==> src/rtl/rx_downsampler.sv <==
// Receive-side decimator: picks one of OS samples per symbol, slices the sign and can auto-select
// the sampling phase as the one with the largest accumulated |x| over a 2^LOG2_WIN symbol window.
module rx_downsampler #(
  parameter int unsigned NBT_IN   = 8,
  parameter int unsigned NBF_IN   = 7,
  parameter int unsigned OS       = 4,
  parameter int unsigned LOG2_WIN = 10,
  localparam int unsigned PW      = (OS > 1) ? $clog2(OS) : 1
) (
  input  logic              clk,
  input  logic              i_reset,
  input  logic              i_en,
  input  logic [NBT_IN-1:0] i_is_data,
  input  logic              i_auto,
  input  logic [PW-1:0]     i_phase_man,
  output logic [NBT_IN-1:0] o_sample,
  output logic              o_sym,
  output logic              o_valid,
  output logic [PW-1:0]     o_phase,
  output logic              o_phase_upd
);

  localparam int unsigned MW = NBT_IN - 1;
  localparam int unsigned AW = MW + LOG2_WIN;
  localparam logic [PW-1:0] LastPhase = PW'(OS - 1);
  localparam logic [LOG2_WIN-1:0] LastSym = '1;

  if (OS < 2 || NBF_IN >= NBT_IN) begin : g_param_err
    $error("rx_downsampler: OS must be >= 2 and NBF_IN < NBT_IN");
  end

  logic [PW-1:0]       cnt_q, cnt_d;
  logic [PW-1:0]       phase_q, phase_d;
  logic [LOG2_WIN-1:0] sym_cnt_q, sym_cnt_d;
  logic                eval_q, eval_d;
  logic [AW-1:0]       acc_q [OS];
  logic [AW-1:0]       acc_d [OS];
  logic [NBT_IN-1:0]   sample_q, sample_d;
  logic                sym_q, sym_d;
  logic                valid_q, valid_d;
  logic                upd_q, upd_d;

  logic [PW-1:0]       phase_man;
  logic [PW-1:0]       phase_sel;
  logic [PW-1:0]       best;
  logic [AW-1:0]       best_val;
  logic [NBT_IN-1:0]   neg;
  logic [MW-1:0]       mag;

  // Widened compare so the clamp stays meaningful when OS is not a power of two.
  assign phase_man = ({1'b0, i_phase_man} > {1'b0, LastPhase}) ? LastPhase : i_phase_man;
  assign phase_sel = i_auto ? phase_q : phase_man;
  assign o_phase   = phase_sel;

  // Most-negative input has no positive counterpart; saturate it to the largest magnitude.
  always_comb begin
    neg = '0 - i_is_data;
    mag = i_is_data[MW-1:0];
    if (i_is_data[NBT_IN-1]) begin
      mag = (i_is_data[MW-1:0] == '0) ? '1 : neg[MW-1:0];
    end
  end

  // Strict greater-than keeps ties on the lowest index.
  always_comb begin
    best     = '0;
    best_val = acc_q[0];
    for (int unsigned i = 1; i < OS; i++) begin
      if (acc_q[i] > best_val) begin
        best_val = acc_q[i];
        best     = PW'(i);
      end
    end
  end

  always_comb begin
    cnt_d     = cnt_q;
    sym_cnt_d = sym_cnt_q;
    eval_d    = eval_q;
    phase_d   = phase_q;
    acc_d     = acc_q;
    sample_d  = sample_q;
    sym_d     = sym_q;
    valid_d   = 1'b0;
    upd_d     = 1'b0;
    if (i_en) begin
      cnt_d = (cnt_q == LastPhase) ? '0 : cnt_q + PW'(1);
      if (cnt_q == LastPhase) begin
        sym_cnt_d = sym_cnt_q + LOG2_WIN'(1);
        if (sym_cnt_q == LastSym) begin
          eval_d = 1'b1;
        end
      end
      if (cnt_q == phase_sel) begin
        sample_d = i_is_data;
        sym_d    = i_is_data[NBT_IN-1];
        valid_d  = 1'b1;
      end
      // eval_q is only ever pending on the first sample of a new window (cnt_q == 0).
      if (eval_q) begin
        eval_d  = 1'b0;
        phase_d = best;
        upd_d   = 1'b1;
        for (int unsigned i = 0; i < OS; i++) begin
          acc_d[i] = '0;
        end
        acc_d[0] = AW'(mag);
      end else begin
        for (int unsigned i = 0; i < OS; i++) begin
          if (PW'(i) == cnt_q) begin
            acc_d[i] = acc_q[i] + AW'(mag);
          end
        end
      end
    end
  end

  always_ff @(posedge clk) begin
    if (i_reset) begin
      cnt_q     <= '0;
      sym_cnt_q <= '0;
      eval_q    <= 1'b0;
      phase_q   <= '0;
      for (int unsigned i = 0; i < OS; i++) begin
        acc_q[i] <= '0;
      end
      sample_q  <= '0;
      sym_q     <= 1'b0;
      valid_q   <= 1'b0;
      upd_q     <= 1'b0;
    end else begin
      cnt_q     <= cnt_d;
      sym_cnt_q <= sym_cnt_d;
      eval_q    <= eval_d;
      phase_q   <= phase_d;
      acc_q     <= acc_d;
      sample_q  <= sample_d;
      sym_q     <= sym_d;
      valid_q   <= valid_d;
      upd_q     <= upd_d;
    end
  end

  assign o_sample    = sample_q;
  assign o_sym       = sym_q;
  assign o_valid     = valid_q;
  assign o_phase_upd = upd_q;

endmodule
==> config.mk <==
export PLATFORM = sky130hd
export DESIGN_NAME = rx_downsampler
export DESIGN_NICKNAME = d
export VERILOG_FILES = /design/src/rtl/rx_downsampler.sv
export SDC_FILE = /design/constraint.sdc
export NUM_CORES = 1
export LEC_CHECK = 0
export BUFFER_PORTS_ARGS = -buffer_cell sky130_fd_sc_hd__buf_2
export CAP_MARGIN = 10
export CELL_PAD_IN_SITES_DETAIL_PLACEMENT = 1
export CELL_PAD_IN_SITES_GLOBAL_PLACEMENT = 2
export CORE_MARGIN = 1.5
export CORE_UTILIZATION = 35
export DETAILED_ROUTE_END_ITERATION = 7
export PLACE_DENSITY_LB_ADDON = 0.2
export SLEW_MARGIN = 20
export SYNTH_ARGS = -nofsm -noshare
export SYNTH_HDL_FRONTEND = slang
export SYNTH_SLANG_ARGS = --single-unit
==> constraint.sdc <==
create_clock -name clk -period 9.9 [get_ports clk]
set_input_delay 1.98 -clock clk [delete_from_list [all_inputs] [get_ports clk]]
set_output_delay 1.98 -clock clk [all_outputs]
set_load 0.1 [all_outputs]
==> results of run 1 <==
==> Yosys cell counts (3+ instances only) <==
master / count / area [um^2]
o31a_1: 3 / 26.3
nor2b_1: 10 / 62.6
and2_1: 4 / 25.0
ha_1: 85 / 1060
nand3b_1: 5 / 37.5
nand4_1: 20 / 125
inv_1: 61 / 229
xor2_1: 14 / 123
a22oi_1: 15 / 113
nand3_1: 16 / 80.1
a21boi_0: 4 / 30.0
a2111oi_0: 9 / 78.8
o31ai_1: 3 / 22.5
fa_1: 4 / 80.1
or3_1: 7 / 43.8
buf_1: 3 / 11.3
nor2_1: 105 / 394
a21oi_1: 41 / 205
buf_2: 4 / 20.0
mux2_2: 19 / 214
nand2_1: 37 / 139
o211ai_1: 6 / 45.0
o311ai_1: 3 / 26.3
or4_1: 4 / 30.0
clkbuf_1: 17 / 63.8
mux2i_1: 28 / 280
dfxtp_1: 93 / 1860
a21o_1: 10 / 75.1
o21ai_1: 8 / 40.0
nor3_1: 11 / 55.1
o21ai_0: 17 / 85.1
and3_1: 4 / 25.0
o21a_1: 9 / 67.6
nor4_1: 14 / 87.6
a211oi_1: 12 / 90.1
nand2b_1: 4 / 25.0
xnor2_1: 50 / 438
==> power groups by stage <==
| stage | Clock [mW] | Combinational, mW | Sequential, mW |
|---|---|---|---|
| 6_report | 0.387 | 0.340 | 0.396 |
| 4_1_cts | 0.401 | 0.342 | 0.396 |
| 2_1_floorplan | 0 | 0.254 | 0.420 |
| 3_3_place_gp | 0 | 0.327 | 0.404 |
| 5_1_grt | 0.416 | 0.376 | 0.397 |
| 3_5_place_dp | 0 | 0.339 | 0.405 |
==> placed cells by master, fill, tap and decap left out, drive strengths merged, types with 15 or more instances in the layout <==
| master | count |
|---|---|
| a21oi | 41 |
| a22oi | 15 |
| buf | 30 |
| dfxtp | 93 |
| ha | 85 |
| inv | 61 |
| mux2 | 20 |
| mux2i | 28 |
| nand2 | 38 |
| nand3 | 16 |
| nand4 | 22 |
| nor2 | 105 |
| nor4 | 15 |
| o21ai | 25 |
| xnor2 | 50 |
==> layout make-up <==
class / count / area [um^2] / share of cell area, %
clock buffers: 10 / 239 / 3.19
inverters: 61 / 229 / 3.05
multi-input cells: 618 / 4600 / 61.3
well taps: 260 / 325 / 4.34
repair buffers: 30 / 160 / 2.14
clock inverters: 6 / 86.3 / 1.15
flip-flops and latches: 93 / 1860 / 24.8
==> worst max-delay path, stage by stage (launching register included) <==
cell	delay (ps)
dfxtp_1	410
inv_1	70
ha_1	300
nand4_2	170
nor4_4	340
a211oi_2	140
a21boi_4	690
mux2i_1	410
ha_1	310
nand4_1	140
nor3_1	70
or3_1	320
o211ai_1	240
nand2_2	300
mux2_2	370
ha_1	320
nand4_1	150
nor2_1	230
nand4_1	180
o311a_1	180
or2_2	280
o31a_1	240
==> flip-flops by register name, indices dropped and copies added, names as in the netlist <==
register	flops
acc_q	68
sym_cnt_q	10
o_sample	8
cnt_q	2
phase_q	2
eval_q	1
o_phase_upd	1
o_valid	1
==> through the flow <==
stage	util [%]	std cells	area (um^2)	worst slack [ps]
2_1_floorplan	-	799	6810	4800
6_report	39.7	1078	7500	3900
5_1_grt	39.7	1078	7500	3430
3_3_place_gp	37.9	1062	7160	3800
3_5_place_dp	38.0	1062	7180	3910
4_1_cts	39.7	1078	7500	3870
==> kinds of logic after synthesis <==
group / after synthesis
adder cells (fa/ha/maj): 89
multiplexers: 48
AO/OA/AOI/OAI: 160
AND/OR/NAND/NOR: 257
XOR/XNOR: 64
buffers and inverters: 88
flip-flops: 93
==> worst paths after layout <==
| check | startpoint | endpoint | slack, ps | cells after the start |
|---|---|---|---|---|
| max | acc_q[66] | phase_q[1] | 3900 | 21 |
| min | o_sample[5] | o_sample[5] | 500 | 2 |
| max reg2reg | acc_q[66] | phase_q[1] | 3900 | 21 |
| min reg2reg | o_sample[5] | o_sample[5] | 500 | 2 |
==> layer usage <==
metal / global-route usage (%) / up-vias
met4: 7.38 / 0
met1: 25.3 / 2836
met2: 35.2 / 64
met3: 2.05 / 16
li1: - / 2892
met5: 0 / -
==> flow_summary_export.csv, run 1 <==
group,metric,value,unit
timing,rsz0062_at_grt,"false",
clock_tree,hold_buffers,0,
timing,finalHoldViolCount,0,
placed_design,gp_congestion,0.868,
run,drv_cap,0,
worst_hold_path,hold_class,"flop to flop",
power_and_ir_drop,swShare,33.6,%
routing,drt_iter0_drc,163,
logic_synthesis,ys_types,66,
critical_path,cp_max_fo,17,
logic_synthesis,seq_area_frac_synth,27.3,%
logic_synthesis,synth-main-ff-cell,"dfxtp_1",
timing,min_period,6000,ps
floorplan,coreArea,18900,um^2
timing,setup_violations,0,
timing,maxSlewViolCount,0,
final_layout,area_growth,10.2,%
global_route,grt_pass1_vias,6142,
clock_tree,clock_path_buffers,2,
global_route,grt_use_total,20.0,%
clock_tree,cts_sinks,93,
logic_synthesis,synthArstFlopShare,0,%
final_layout,num_antenna_cells,0,
routing,met1_length,9.11,mm
global_route,gr-total-overflow,0,
clock_tree,ctsRootBufferMaster,"clkbuf_16",
timing,finalCritPeriodShare,60.6,%
global_route,grt_max_degree,62,
logic_synthesis,synth-compound-area-share,16.1,%
clock_tree,numCtsBuffers,9,
power_and_ir_drop,fin_total_pwr,1.12,mW
logic_synthesis,yosys_warnings,0,
routing,dr_wl_met2,9.52,mm
final_layout,drive_above_1_share,9.29,%
logic_synthesis,synthMuxAreaShare,7.48,%
timing,worst_slew_pin_slew,1000,ps
routing,top_layer,"met4",
clock_tree,htree_levels,3,
timing,fin_skew,10.0,ps
timing,tns,0,ps
global_route,grt_pass1_wl,31.7,mm
global_route,grt_antenna_before_repair,0,
status,status,"finished clean",
placed_design,dp.final_hpwl,14.8,mm
power_and_ir_drop,p_comb_share,30.3,%
floorplan,die_w,142,um
power_and_ir_drop,power_frac_seq,35.3,%
routing,drc,0,
critical_path,start_kind,"flop",
power_and_ir_drop,power_leakage,2.84,nW
timing,fmaxAchievable,167,MHz
clock_tree,cts_tree,"yes",
power_and_ir_drop,internal_power,0.746,mW
critical_path,worstSetupPathType,"flop to flop",
floorplan,rows,50,
routing,routedWlPerCell,17.8,um
critical_path,arrival,6240,ps
power_and_ir_drop,pwr-share-clk,34.5,%
clock_tree,cts.clk_slew.worst_paths,70,ps
power_and_ir_drop,p_switching,0.377,mW
logic_synthesis,synth_top_family_by_area,"simple AND/OR/NAND/NOR gates",
floorplan,ioPinCount,27,
power_and_ir_drop,vdd_drop_max,0.0000775,V
clock_tree,ctsResizeCount,0,
critical_path,cp.required,10140,ps
timing,slew-limit-headroom,32.8,%
logic_synthesis,synthAdderAreaFrac,16.8,%
logic_synthesis,ys_ff_latch,93,
logic_synthesis,yosys.area_share.xor_xnor,8.23,%
logic_synthesis,syn-cell-area,6810,um^2
placed_design,portBuffers,26,
routing,ant_nets,0,
clock_tree,postCtsSetupRepairBufs,0,
logic_synthesis,synthesis.nets,902,
logic_synthesis,synth_edf_count,0,
floorplan,die_area,20300,um^2
timing,whs,500,ps
routing,routed_via_density,5.39,
routing,first_pass_iters,4,
routing,route.met3.wl,317,um
critical_path,end_kind,"flop",
logic_synthesis,yosys.area_share.simple,18.7,%
final_layout,n_fill_cell,2304,
clock_tree,worst_skew_pair.late_latency,360,ps
final_layout,nNetsFinal,916,
routing,wirelength,19.2,mm
floorplan,start_util,36.0,%
floorplan,die_h,142,um
routing,dr_total_vias,5808,
logic_synthesis,syn-instance-count,799,
power_and_ir_drop,power.density,150,nW/um^2
logic_synthesis,synth_area_per_cell,8.52,um^2
Note: power is estimated with default switching activity, not from simulation.
==> run 2, diff against run 1 <==
==> constraint.sdc (replaced) <==
create_clock -name clk -period 6 [get_ports clk]
set_input_delay 1.2 -clock clk [delete_from_list [all_inputs] [get_ports clk]]
set_output_delay 1.2 -clock clk [all_outputs]
set_load 0.1 [all_outputs]
==> run 2 against run 1 <==
  * Hold slack worse by 0.95 ps
  * Total power up 64%
  * Via count barely moved
  * Largest power group unchanged
  * Sequential power grew 65%
  * Flip-flop and latch count did not move
  * Non-clock buffer count is 1 higher
  * Setup slack worse by 3500 ps
  * Critical endpoint unchanged
==> flow_summary_export.csv, run 2 (synthesized netlist as in run 1, its figures left out) <==
group,metric,value,unit
status,status,"finished clean",
power_and_ir_drop,power_leakage,2.83,nW
critical_path,timing.rr.start,"acc_q[63]",
routing,dr_total_vias,5810,
critical_path,critPathLaunch,"acc_q[63]",
final_layout,layout_common_cells,"nor2_1, dfxtp_1, ha_1, inv_1, xnor2_1",
critical_path,end_kind,"flop",
global_route,grt_pass1_wl,31.6,mm
timing,finalCritPeriodShare,93.1,%
clock_tree,ctsRootBufferMaster,"clkbuf_16",
timing,setup_violations,0,
floorplan,start_util,36.0,%
critical_path,r2r_slack,410,ps
final_layout,nNetsFinal,917,
critical_path,cp.required,6240,ps
critical_path,crit_path_cell_trace,"inv_1 -> ha_1 -> nand4_2 -> nor4_4 -> a211oi_2 -> a21boi_2 -> buf_4 -> mux2i_1 -> ha_1 -> nand4_1 -> nor3_1 -> or3_1 -> o211ai_1 -> nand2_4 -> mux2_2 -> ha_1 -> nor2b_1 -> o211ai_1 -> a21oi_1 -> o311a_1 -> or2_2 -> o31a_1",
clock_tree,postCtsSetupRepairBufs,0,
clock_tree,cts_tree,"yes",
global_route,grt_use_total,20.1,%
clock_tree,cts_sinks,93,
critical_path,start_kind,"flop",
clock_tree,clock_path_buffers,2,
critical_path,crit_end,"phase_q[1]",
global_route,gr-total-overflow,0,
floorplan,die_area,20300,um^2
floorplan,coreArea,18900,um^2
clock_tree,htree_levels,3,
critical_path,worstSetupPathType,"flop to flop",
run,drv_cap,0,
timing,slew-limit-headroom,37.1,%
power_and_ir_drop,internal_power,1.22,mW
clock_tree,worst_skew_pair.late_latency,350,ps
final_layout,drive_above_1_share,9.40,%
power_and_ir_drop,p_comb_share,30.5,%
placed_design,pre_cts_ws,321,ps
critical_path,crit_slowest_cell,"dfxtp_1",
placed_design,dp.final_hpwl,15.1,mm
floorplan,ioPinCount,27,
critical_path,reg2regPathDepth,22,
timing,fmaxAchievable,179,MHz
worst_hold_path,hold_class,"flop to flop",
floorplan,rows,50,
global_route,grt_antenna_before_repair,1,
power_and_ir_drop,vdd_drop_max,0.000144,V
power_and_ir_drop,power.density,246,nW/um^2
timing,min_period,5590,ps
critical_path,critical_path.max_stage_delay,440,ps
routing,routed_via_density,5.38,
timing,maxSlewViolCount,0,
final_layout,mostFrequentLayoutCell,"nor2_1",
power_and_ir_drop,pwr-share-clk,34.1,%
final_layout,largest_reg_flops,68,
timing,worst_slew_pin_slew,937,ps
global_route,grt_max_degree,41,
final_layout,n_fill_cell,2299,
power_and_ir_drop,p_switching,0.623,mW
placed_design,portBuffers,26,
critical_path,cp_max_fo,17,
clock_tree,numCtsBuffers,9,
floorplan,die_w,142,um
power_and_ir_drop,swShare,33.8,%
clock_tree,cts.clk_slew.worst_paths,70,ps
critical_path,arrival,5820,ps
global_route,grt_pass1_vias,6034,
timing,fin_skew,11.1,ps
timing,finalHoldViolCount,0,
power_and_ir_drop,power_frac_seq,35.4,%
routing,first_pass_iters,4,
routing,drc,0,
timing,worst_slack,415,ps
routing,drt_iter0_drc,229,
routing,ant_nets,0,
final_layout,largest-register,"acc_q",
critical_path,path_common_cell,"ha_1",
placed_design,placed_area,7170,um^2
final_layout,final_cell_area,7500,um^2
placed_design,gp_congestion,0.859,
power_and_ir_drop,fin_total_pwr,1.84,mW
routing,routedWlPerCell,17.9,um
final_layout,area_growth,10.2,%
routing,wirelength,19.3,mm
critical_path,reg2reg_to,"phase_q[1]",
floorplan,die_h,142,um
run 2: final cells by class:
class	count	area (um^2)	area share, %
Multi-Input combinational cell	618	4600	61.3
Tap cell	260	325	4.34
Antenna cell	1	2.50	0.0333
Clock buffer	10	229	3.05
Clock inverter	6	87.6	1.17
Sequential cell	93	1860	24.8
Timing Repair Buffer	31	168	2.23
Inverter	61	229	3.05
run 2: per-layer routing:
metal	track usage [%]	wire, um	share of wire [%]
met4	5.48	306	1.6
met2	34.5	9390	49
met3	3.33	326	1.7
met1	25.9	9320	48
met5	0	0	0
run 2: worst min path at each step:
stage	from	endpoint	slack [ps]	cells past startpoint
floorplan	phase_q[0]	phase_q[0]	440	2
global placement	o_sample[3]	o_sample[3]	470	2
detailed placement	o_sample[3]	o_sample[3]	480	2
CTS	o_sample[3]	o_sample[3]	500	2
global route	sym_cnt_q[1]	sym_cnt_q[1]	530	2
finish	o_sample[3]	o_sample[3]	500	2
run 2: worst max-delay path, delay by kind of cell (launching register included):
| family | cells | cell delay, ps |
|---|---|---|
| compound gates | 7 | 1410 |
| fa+ha+maj | 3 | 940 |
| buf+inv | 2 | 410 |
| flops | 1 | 440 |
| mux | 2 | 680 |
| simple gates | 8 | 1560 |
run 2: stage by stage:
stage                     util, %  hold WS (ps)  instances  TNS, ps
final                        39.7           499       1080        0
after global routing         39.7           535       1079    -6.11
after CTS                    39.6           502       1079        0
after detailed placement     37.9           483       1063        0
after global placement       37.9           471       1063        0
after floorplan                 -           437        799        0
run 2: power by group through the flow:
stage / Sequential (mW) / Combinational [mW] / Clock (mW)
after floorplan: 0.693 / 0.420 / 0
after global placement: 0.667 / 0.541 / 0
after detailed placement: 0.668 / 0.558 / 0
after CTS: 0.653 / 0.563 / 0.647
after global routing: 0.655 / 0.622 / 0.673
final: 0.653 / 0.562 / 0.629
run 2: repair_timing:
action | CTS | global route
setup endpoints to repair | 0 | 1
gates resized for setup | 0 | 1
hold buffers | 0 | 0
